--- src/rtl/gpu_pixel_pipe_n_if.sv ---
// Beat-level bus between the interpolator, the pixel pipe and the VRAM write burst unit.
// The master side drives the input beat and i_ready; the slave side is the pixel pipe.
interface gpu_pixel_pipe_n_if #(
  parameter int unsigned NPIX = 2
);
  logic                 i_no_texture;
  logic                 i_no_blend;
  logic                 i_dither_on;
  logic [1:0]           i_trans_mode;
  logic                 i_check_mask;
  logic                 i_force_mask;
  logic                 i_valid;
  logic                 o_ready;
  logic [9:0]           i_scr_x;
  logic [8:0]           i_scr_y;
  logic [NPIX-1:0]      i_pix_en;
  logic [16*NPIX-1:0]   i_texel;
  logic [24*NPIX-1:0]   i_gouraud;
  logic [16*NPIX-1:0]   i_bg;
  logic                 o_valid;
  logic                 i_ready;
  logic [16*NPIX-1:0]   o_pixels;
  logic [NPIX-1:0]      o_wr_en;

  modport master (
    output i_no_texture, i_no_blend, i_dither_on, i_trans_mode, i_check_mask,
           i_force_mask, i_valid, i_scr_x, i_scr_y, i_pix_en, i_texel,
           i_gouraud, i_bg, i_ready,
    input  o_ready, o_valid, o_pixels, o_wr_en
  );

  modport slave (
    input  i_no_texture, i_no_blend, i_dither_on, i_trans_mode, i_check_mask,
           i_force_mask, i_valid, i_scr_x, i_scr_y, i_pix_en, i_texel,
           i_gouraud, i_bg, i_ready,
    output o_ready, o_valid, o_pixels, o_wr_en
  );
endinterface

--- src/rtl/gpu_pixel_pipe_n.sv ---
// Three-stage pixel pipe: texture/Gouraud shading, semi-transparency blend,
// dither and 5:5:5:1 pack, with valid/ready back-pressure across all stages.
module gpu_pixel_pipe_n #(
  parameter int unsigned NPIX      = 2,
  parameter bit          DITHER_EN = 1'b1
) (
  input  logic              clk,
  input  logic              i_nrst,
  gpu_pixel_pipe_n_if.slave bus
);
  localparam int unsigned PW = 16 * NPIX;
  localparam int unsigned SW = 24 * NPIX;

  function automatic logic [7:0] shade(input logic [4:0] t, input logic [7:0] g);
    logic [15:0] p;
    p = {8'd0, t, 3'b000} * {8'd0, g};
    shade = p[15] ? 8'hFF : p[14:7];
  endfunction

  function automatic logic [7:0] blend(input logic [1:0] m, input logic [7:0] bv,
                                       input logic [7:0] f);
    logic signed [9:0] bb, ff, r;
    bb = $signed({2'b00, bv});
    ff = $signed({2'b00, f});
    case (m)
      2'd0:    r = (bb + ff) >>> 1;
      2'd1:    r = bb + ff;
      2'd2:    r = bb - ff;
      default: r = bb + (ff >>> 2);
    endcase
    if (r[9])              blend = '0;
    else if (r > 10'sd255) blend = '1;
    else                   blend = r[7:0];
  endfunction

  function automatic logic [4:0] dither5(input logic [7:0] b, input logic [1:0] y,
                                         input logic [1:0] x);
    logic signed [3:0] d;
    logic signed [9:0] v;
    case ({y, x})
      4'h0: d = -4'sd4;  4'h1: d = 4'sd0;   4'h2: d = -4'sd3;  4'h3: d = 4'sd1;
      4'h4: d = 4'sd2;   4'h5: d = -4'sd2;  4'h6: d = 4'sd3;   4'h7: d = -4'sd1;
      4'h8: d = -4'sd3;  4'h9: d = 4'sd1;   4'hA: d = -4'sd4;  4'hB: d = 4'sd0;
      4'hC: d = 4'sd3;   4'hD: d = -4'sd1;  4'hE: d = 4'sd2;   default: d = -4'sd2;
    endcase
    v = $signed({2'b00, b}) + $signed({{6{d[3]}}, d});
    if (v[9])              dither5 = '0;
    else if (v > 10'sd255) dither5 = '1;
    else                   dither5 = v[7:3];
  endfunction

  logic            adv;
  logic            v1_q, v1_d, v2_q, v2_d, v3_q, v3_d;
  logic [SW-1:0]   s1_q, s1_d, b2_q, b2_d;
  logic [PW-1:0]   bg1_q, bg1_d, pix3_q, pix3_d;
  logic [NPIX-1:0] bl1_q, bl1_d, we1_q, we1_d, we2_q, we2_d, we3_q, we3_d;
  logic [NPIX-1:0] m1_q, m1_d, m2_q, m2_d;
  logic [1:0]      mode1_q, mode1_d;
  logic            dith1_q, dith1_d, dith2_q, dith2_d;
  logic [1:0]      x1_q, x1_d, y1_q, y1_d, x2_q, x2_d, y2_q, y2_d;
  logic [1:0]      xi;
  logic            unused_pos;

  // Only the low two coordinate bits matter: they index the 4x4 dither matrix.
  assign unused_pos = ^{bus.i_scr_x[9:2], bus.i_scr_y[8:2]};
  assign adv        = !v3_q | bus.i_ready;

  always_comb begin
    v1_d = v1_q;  s1_d = s1_q;  bg1_d = bg1_q;  bl1_d = bl1_q;  we1_d = we1_q;
    m1_d = m1_q;  mode1_d = mode1_q;  dith1_d = dith1_q;  x1_d = x1_q;  y1_d = y1_q;
    if (adv) begin
      v1_d    = bus.i_valid;
      bg1_d   = bus.i_bg;
      mode1_d = bus.i_trans_mode;
      dith1_d = DITHER_EN & bus.i_dither_on;
      x1_d    = bus.i_scr_x[1:0];
      y1_d    = bus.i_scr_y[1:0];
      for (int unsigned k = 0; k < NPIX; k++) begin
        for (int unsigned c = 0; c < 3; c++) begin
          s1_d[24*k+8*c +: 8] = bus.i_no_texture ? bus.i_gouraud[24*k+8*c +: 8]
                              : shade(bus.i_texel[16*k+5*c +: 5], bus.i_gouraud[24*k+8*c +: 8]);
        end
        bl1_d[k] = !bus.i_no_blend & (bus.i_no_texture | bus.i_texel[16*k+15]);
        m1_d[k]  = bus.i_force_mask | (!bus.i_no_texture & bus.i_texel[16*k+15]);
        we1_d[k] = bus.i_pix_en[k] & !(bus.i_check_mask & bus.i_bg[16*k+15])
                 & !(!bus.i_no_texture & (bus.i_texel[16*k +: 16] == 16'h0000));
      end
    end
  end

  always_comb begin
    v2_d = v2_q;  b2_d = b2_q;  dith2_d = dith2_q;  x2_d = x2_q;  y2_d = y2_q;
    we2_d = we2_q;  m2_d = m2_q;
    if (adv) begin
      v2_d    = v1_q;
      dith2_d = dith1_q;
      x2_d    = x1_q;
      y2_d    = y1_q;
      we2_d   = we1_q;
      m2_d    = m1_q;
      for (int unsigned k = 0; k < NPIX; k++) begin
        for (int unsigned c = 0; c < 3; c++) begin
          b2_d[24*k+8*c +: 8] = bl1_q[k]
              ? blend(mode1_q, {bg1_q[16*k+5*c +: 5], 3'b000}, s1_q[24*k+8*c +: 8])
              : s1_q[24*k+8*c +: 8];
        end
      end
    end
  end

  always_comb begin
    v3_d = v3_q;  pix3_d = pix3_q;  we3_d = we3_q;  xi = '0;
    if (adv) begin
      v3_d  = v2_q;
      we3_d = we2_q;
      for (int unsigned k = 0; k < NPIX; k++) begin
        // Pixel k sits at scr_x + k; the 2-bit add wraps exactly like x mod 4.
        xi = x2_q + 2'(k);
        for (int unsigned c = 0; c < 3; c++) begin
          pix3_d[16*k+5*c +: 5] = dith2_q ? dither5(b2_q[24*k+8*c +: 8], y2_q, xi)
                                          : b2_q[24*k+8*c+3 +: 5];
        end
        pix3_d[16*k+15] = m2_q[k];
      end
    end
  end

  always_ff @(posedge clk or negedge i_nrst) begin
    if (!i_nrst) begin
      v1_q <= '0;  s1_q <= '0;  bg1_q <= '0;  bl1_q <= '0;  we1_q <= '0;  m1_q <= '0;
      mode1_q <= '0;  dith1_q <= '0;  x1_q <= '0;  y1_q <= '0;
      v2_q <= '0;  b2_q <= '0;  dith2_q <= '0;  x2_q <= '0;  y2_q <= '0;
      we2_q <= '0;  m2_q <= '0;
      v3_q <= '0;  pix3_q <= '0;  we3_q <= '0;
    end else begin
      v1_q <= v1_d;  s1_q <= s1_d;  bg1_q <= bg1_d;  bl1_q <= bl1_d;  we1_q <= we1_d;
      m1_q <= m1_d;  mode1_q <= mode1_d;  dith1_q <= dith1_d;  x1_q <= x1_d;  y1_q <= y1_d;
      v2_q <= v2_d;  b2_q <= b2_d;  dith2_q <= dith2_d;  x2_q <= x2_d;  y2_q <= y2_d;
      we2_q <= we2_d;  m2_q <= m2_d;
      v3_q <= v3_d;  pix3_q <= pix3_d;  we3_q <= we3_d;
    end
  end

  assign bus.o_ready  = adv;
  assign bus.o_valid  = v3_q;
  assign bus.o_pixels = pix3_q;
  assign bus.o_wr_en  = we3_q;
endmodule

--- src/flat_wrapper.sv ---
// flat-port wrapper written by rule: the top's interface ports become plain ports
module gpu_pixel_pipe_n_flat 
#(
  parameter int unsigned NPIX      = 2,
  parameter bit          DITHER_EN = 1'b1
)
  (clk, i_nrst, bus_i_no_texture, bus_i_no_blend, bus_i_dither_on, bus_i_trans_mode, bus_i_check_mask, bus_i_force_mask, bus_i_valid, bus_i_scr_x, bus_i_scr_y, bus_i_pix_en, bus_i_texel, bus_i_gouraud, bus_i_bg, bus_i_ready, bus_o_ready, bus_o_valid, bus_o_pixels, bus_o_wr_en);
  gpu_pixel_pipe_n_if #(.NPIX(NPIX)) bus_i ();
  input  logic clk;
  input  logic i_nrst;
  input wire logic [$bits(bus_i.i_no_texture)-1:0] bus_i_no_texture;
  input wire logic [$bits(bus_i.i_no_blend)-1:0] bus_i_no_blend;
  input wire logic [$bits(bus_i.i_dither_on)-1:0] bus_i_dither_on;
  input wire logic [$bits(bus_i.i_trans_mode)-1:0] bus_i_trans_mode;
  input wire logic [$bits(bus_i.i_check_mask)-1:0] bus_i_check_mask;
  input wire logic [$bits(bus_i.i_force_mask)-1:0] bus_i_force_mask;
  input wire logic [$bits(bus_i.i_valid)-1:0] bus_i_valid;
  input wire logic [$bits(bus_i.i_scr_x)-1:0] bus_i_scr_x;
  input wire logic [$bits(bus_i.i_scr_y)-1:0] bus_i_scr_y;
  input wire logic [$bits(bus_i.i_pix_en)-1:0] bus_i_pix_en;
  input wire logic [$bits(bus_i.i_texel)-1:0] bus_i_texel;
  input wire logic [$bits(bus_i.i_gouraud)-1:0] bus_i_gouraud;
  input wire logic [$bits(bus_i.i_bg)-1:0] bus_i_bg;
  input wire logic [$bits(bus_i.i_ready)-1:0] bus_i_ready;
  output wire logic [$bits(bus_i.o_ready)-1:0] bus_o_ready;
  output wire logic [$bits(bus_i.o_valid)-1:0] bus_o_valid;
  output wire logic [$bits(bus_i.o_pixels)-1:0] bus_o_pixels;
  output wire logic [$bits(bus_i.o_wr_en)-1:0] bus_o_wr_en;
  assign bus_i.i_no_texture = bus_i_no_texture;
  assign bus_i.i_no_blend = bus_i_no_blend;
  assign bus_i.i_dither_on = bus_i_dither_on;
  assign bus_i.i_trans_mode = bus_i_trans_mode;
  assign bus_i.i_check_mask = bus_i_check_mask;
  assign bus_i.i_force_mask = bus_i_force_mask;
  assign bus_i.i_valid = bus_i_valid;
  assign bus_i.i_scr_x = bus_i_scr_x;
  assign bus_i.i_scr_y = bus_i_scr_y;
  assign bus_i.i_pix_en = bus_i_pix_en;
  assign bus_i.i_texel = bus_i_texel;
  assign bus_i.i_gouraud = bus_i_gouraud;
  assign bus_i.i_bg = bus_i_bg;
  assign bus_i.i_ready = bus_i_ready;
  assign bus_o_ready = bus_i.o_ready;
  assign bus_o_valid = bus_i.o_valid;
  assign bus_o_pixels = bus_i.o_pixels;
  assign bus_o_wr_en = bus_i.o_wr_en;
  gpu_pixel_pipe_n #(.NPIX(NPIX), .DITHER_EN(DITHER_EN)) u_core (.clk(clk), .i_nrst(i_nrst), .bus(bus_i));
endmodule
--- config.mk ---
export PLATFORM = sky130hd
export DESIGN_NAME = gpu_pixel_pipe_n_flat
export DESIGN_NICKNAME = d
export VERILOG_FILES = /design/src/rtl/gpu_pixel_pipe_n_if.sv /design/src/rtl/gpu_pixel_pipe_n.sv /design/src/flat_wrapper.sv
export SDC_FILE = /design/constraint.sdc
export NUM_CORES = 1
export LEC_CHECK = 0
export ABC_AREA = 1
export CAP_MARGIN = 30
export CORE_UTILIZATION = 42
export CTS_CLUSTER_DIAMETER = 200
export CTS_CLUSTER_SIZE = 25
export DETAILED_ROUTE_END_ITERATION = 12
export PLACE_DENSITY = 0.6
export SKIP_CTS_REPAIR_TIMING = 1
export SLEW_MARGIN = 25
export SYNTH_ARGS = -nofsm -noshare
export SYNTH_HDL_FRONTEND = slang
export SYNTH_SLANG_ARGS = --single-unit
export TNS_END_PERCENT = 100
--- constraint.sdc ---
create_clock -name clk -period 5.6 [get_ports clk]
set_input_delay 0.84 -clock clk [delete_from_list [all_inputs] [get_ports clk]]
set_output_delay 0.84 -clock clk [all_outputs]
set_load 0.02 [all_outputs]
==> results.cfg <==
[outcome]
status = completed

[setup_path]
ff2ff_path_depth = 12
timing.critical_path.arrival_ps = 4910
timing.critical_path.to_type = flip-flop
required_ps = 5960
worst-setup-path-type = in2reg
timing.critical_path.slowest_cell_delay_ps = 700
crit_path_frequent_cell = inv_1
timing.critical_path.fanout_max = 9
internal_reg_to_reg_setup_slack_ps = 2230
worst_r2r_endpoint = u_core.bus.o_pixels[6]
r2r_start = u_core.y2_q[0]
crit_path_start_kind = input port
critical_path.cell_chain = clkdlybuf4s50_1 -> nand2_1 -> inv_1 -> fa_1 -> fa_1 -> inv_1 -> fa_1 -> inv_1 -> ha_1 -> a21oi_1 -> inv_1 -> o21bai_1 -> nand4_1 -> nand2_1 -> nand2_1 -> nand3_1 -> o21ai_0
crit_path_top_delay_cell = clkdlybuf4s50_1

[drt]
drtPass1Iterations = 8
drt_first_iter_violations = 1555
antenna_violating_nets_post_route = 0
routed-via-count = 22664
remaining_drc_errors = 0
wirelength_um = 67200
detail_route.vias_per_cell = 4.97
avgRoutedWirePerCell_um = 14.8

[global_routing]
antenna_violations_before_repair = 1
grt_pass1_wl_um = 111000
first_global_vias = 21438
global_route.usage.total = 0.241
grt-ovfl-total = 0
grt_start_max_net_pins = 194

[sta]
min_period_over_period = 0.812
relSlewSlack = 0.373
fmax_ghz = 0.220
setup-violations-final = 0
tns_ps = 0
finClkSkew_ps = 12.6
grt_setup_unrepaired = no
timing_hold_violations_final = 0
maxSlewViolCount = 0
tmin_final_ps = 4550
worst_pin_slew_ps = 932

[synthesis]
synth_enable_flop_cells = 0
muxShareOfSynthArea = 0
synth-warning-count = 0
cells_after_synth = 3702
total_nets_after_synthesis = 4218
synth_largest_type_area_fraction = 0.194
synth_top_flop_cell = dfrtp_1
main_combinational_cell_family_by_area_after_synthesis = simple AND/OR/NAND/NOR gates
synth.top_cells.by_count = nand2_1, inv_1, nor2_1
synthDominantAreaCellType = dfrtp_1
synth_simple_gate_area_frac = 0.308
synth_sequential_area_ratio = 0.194
ys_seq_elements = 185
yosys.area_share.adder = 0.233
synthXorXnorAreaFrac = 0.0316
synth_compound_gate_area_share = 0.109
synthDistinctLibCells = 34
ys_async_sr_fraction = 1.00
syn_area_um2 = 23900
post_synth.cell_area_avg_um2 = 6.45
cell_with_the_most_instances_after_synthesis = nand2_1
ys_top_cells_by_area = dfrtp_1, nand2_1, ha_1, inv_1, fa_1

[die]
die_area_um2 = 57800
rows = 87
starting_density_of_the_core = 0.424
ioPinCount = 180
die_x_um = 240
coreArea_um2 = 56300
fp.dieH_um = 240

[pwr]
p_total_uw = 13100
p_leak_uw = 0.0154
total_power_density_per_cell_area_nw_per_um2 = 489
vdd_ir_drop_max_mv = 0.278

[cts]
cts_buffers = 17
max-clock-path-buffers = 2
clock_sink_count = 185
clk_root_buffer_cell = clkbuf_16
cts_tree = done
clkTransAtPathRegs_ps = 70
cts-htree-levels = 4
clock_latency_ps = 500

[placement]
port-buffer-count = 164
place_congestion = 0.914
dp_hpwl_um = 52000

[min_path]
hold_path.class = in2async

[final_layout]
num_antenna_cells = 0
layout-drive-gt1-share = 0.0234
finish.utilization = 0.475
nets_final = 4303
synthToLayoutAreaGrowth_pct = 12.0
filler_cell_count = 6007

[job]
max_cap_violation_count = 0
## how the worst max path moves through the flow
stage,cells after the start,to,start
after floorplan,17,u_core.s1_q[41],bus_i_texel[29]
after global placement,17,u_core.s1_q[40],bus_i_texel[29]
after detailed placement,17,u_core.s1_q[40],bus_i_texel[29]
after CTS,17,u_core.s1_q[40],bus_i_texel[29]
after global routing,18,u_core.s1_q[40],bus_i_texel[30]
final,17,u_core.s1_q[40],bus_i_texel[29]
## cell type report
cell class / instances / area, um^2 / share of cell area
clock inverters: 11 / 87.6 / 0.00327
multi-input cells: 2734 / 16300 / 0.609
repair buffers: 179 / 1820 / 0.0679
flip-flops and latches: 185 / 4630 / 0.173
inverters: 670 / 2520 / 0.0943
clock buffers: 21 / 460 / 0.0172
well taps: 756 / 946 / 0.0354
## critical path: cells and delay by family
kind            cells  cell delay, ps
buf+inv             5             970
simple gates        5             580
fa+ha+maj           4            1870
compound gates      3             640
## metal layers
metal / up-vias / wire length (um) / track usage / part of all wire
met5: - / 11 / 0 / 0.00016
met4: 2 / 1060 / 0.0600 / 0.016
met3: 56 / 2780 / 0.0290 / 0.041
met2: 490 / 30300 / 0.395 / 0.45
met1: 10339 / 33100 / 0.334 / 0.49
li1: 11777 / - / - / -
## metrics by stage
stage / hold slack (ps) / worst slack, ps / instances / cell area (um^2)
5_1_grt: 431 / 762 / 4556 / 26700
3_5_place_dp: 458 / 556 / 4522 / 26200
3_3_place_gp: 451 / 624 / 4522 / 26200
6_report: 376 / 1050 / 4556 / 26700
2_1_floorplan: 440 / 1440 / 3702 / 23900
4_1_cts: 380 / 1110 / 4554 / 26700
## sequential cells by signal, summed over array words and instances (netlist names), 30 cells and up
signal	count
u_core.bg1_q	30
u_core.bus.o_pixels	32
u_core.s1_q	48
u_core.b2_q	48
## layout by cell type, fill, tap and decap left out, types with 6 or more instances in the layout
| master | count |
|---|---|
| nor2_2 | 6 |
| dfrtp_1 | 185 |
| o21ai_0 | 170 |
| o21ai_1 | 24 |
| nor3_1 | 21 |
| inv_1 | 655 |
| xor2_1 | 41 |
| o21bai_1 | 17 |
| xnor2_1 | 44 |
| fa_1 | 120 |
| clkbuf_16 | 17 |
| buf_4 | 11 |
| nand3_1 | 251 |
| ha_1 | 252 |
| nand3b_1 | 11 |
| clkdlybuf4s50_1 | 163 |
| o211ai_1 | 9 |
| nor2_1 | 254 |
| or2_2 | 15 |
| o221ai_1 | 13 |
| nand4_1 | 56 |
| a21o_1 | 15 |
| nand2_1 | 1171 |
| nor4_1 | 8 |
| inv_2 | 14 |
| a31oi_1 | 26 |
| a21oi_1 | 196 |
## cells by family (layout without fill, tap and decap cells)
group                    Yosys count  in the layout
flip-flops                       185            185
AND/OR/NAND/NOR                 1799           1799
AO/OA/AOI/OAI                    477            477
buffers and inverters            783            881
XOR/XNOR                          86             86
adder cells (fa/ha/maj)          372            372
## report_power, final
group | internal [uW] | switching (uW) | total [uW]
sequential | 1890 | 721 | 2610
clock | 596 | 592 | 1190
combinational | 3520 | 5750 | 9280
total | 6010 | 7070 | 13100
No activity file was read; power rests on OpenSTA's default activity.
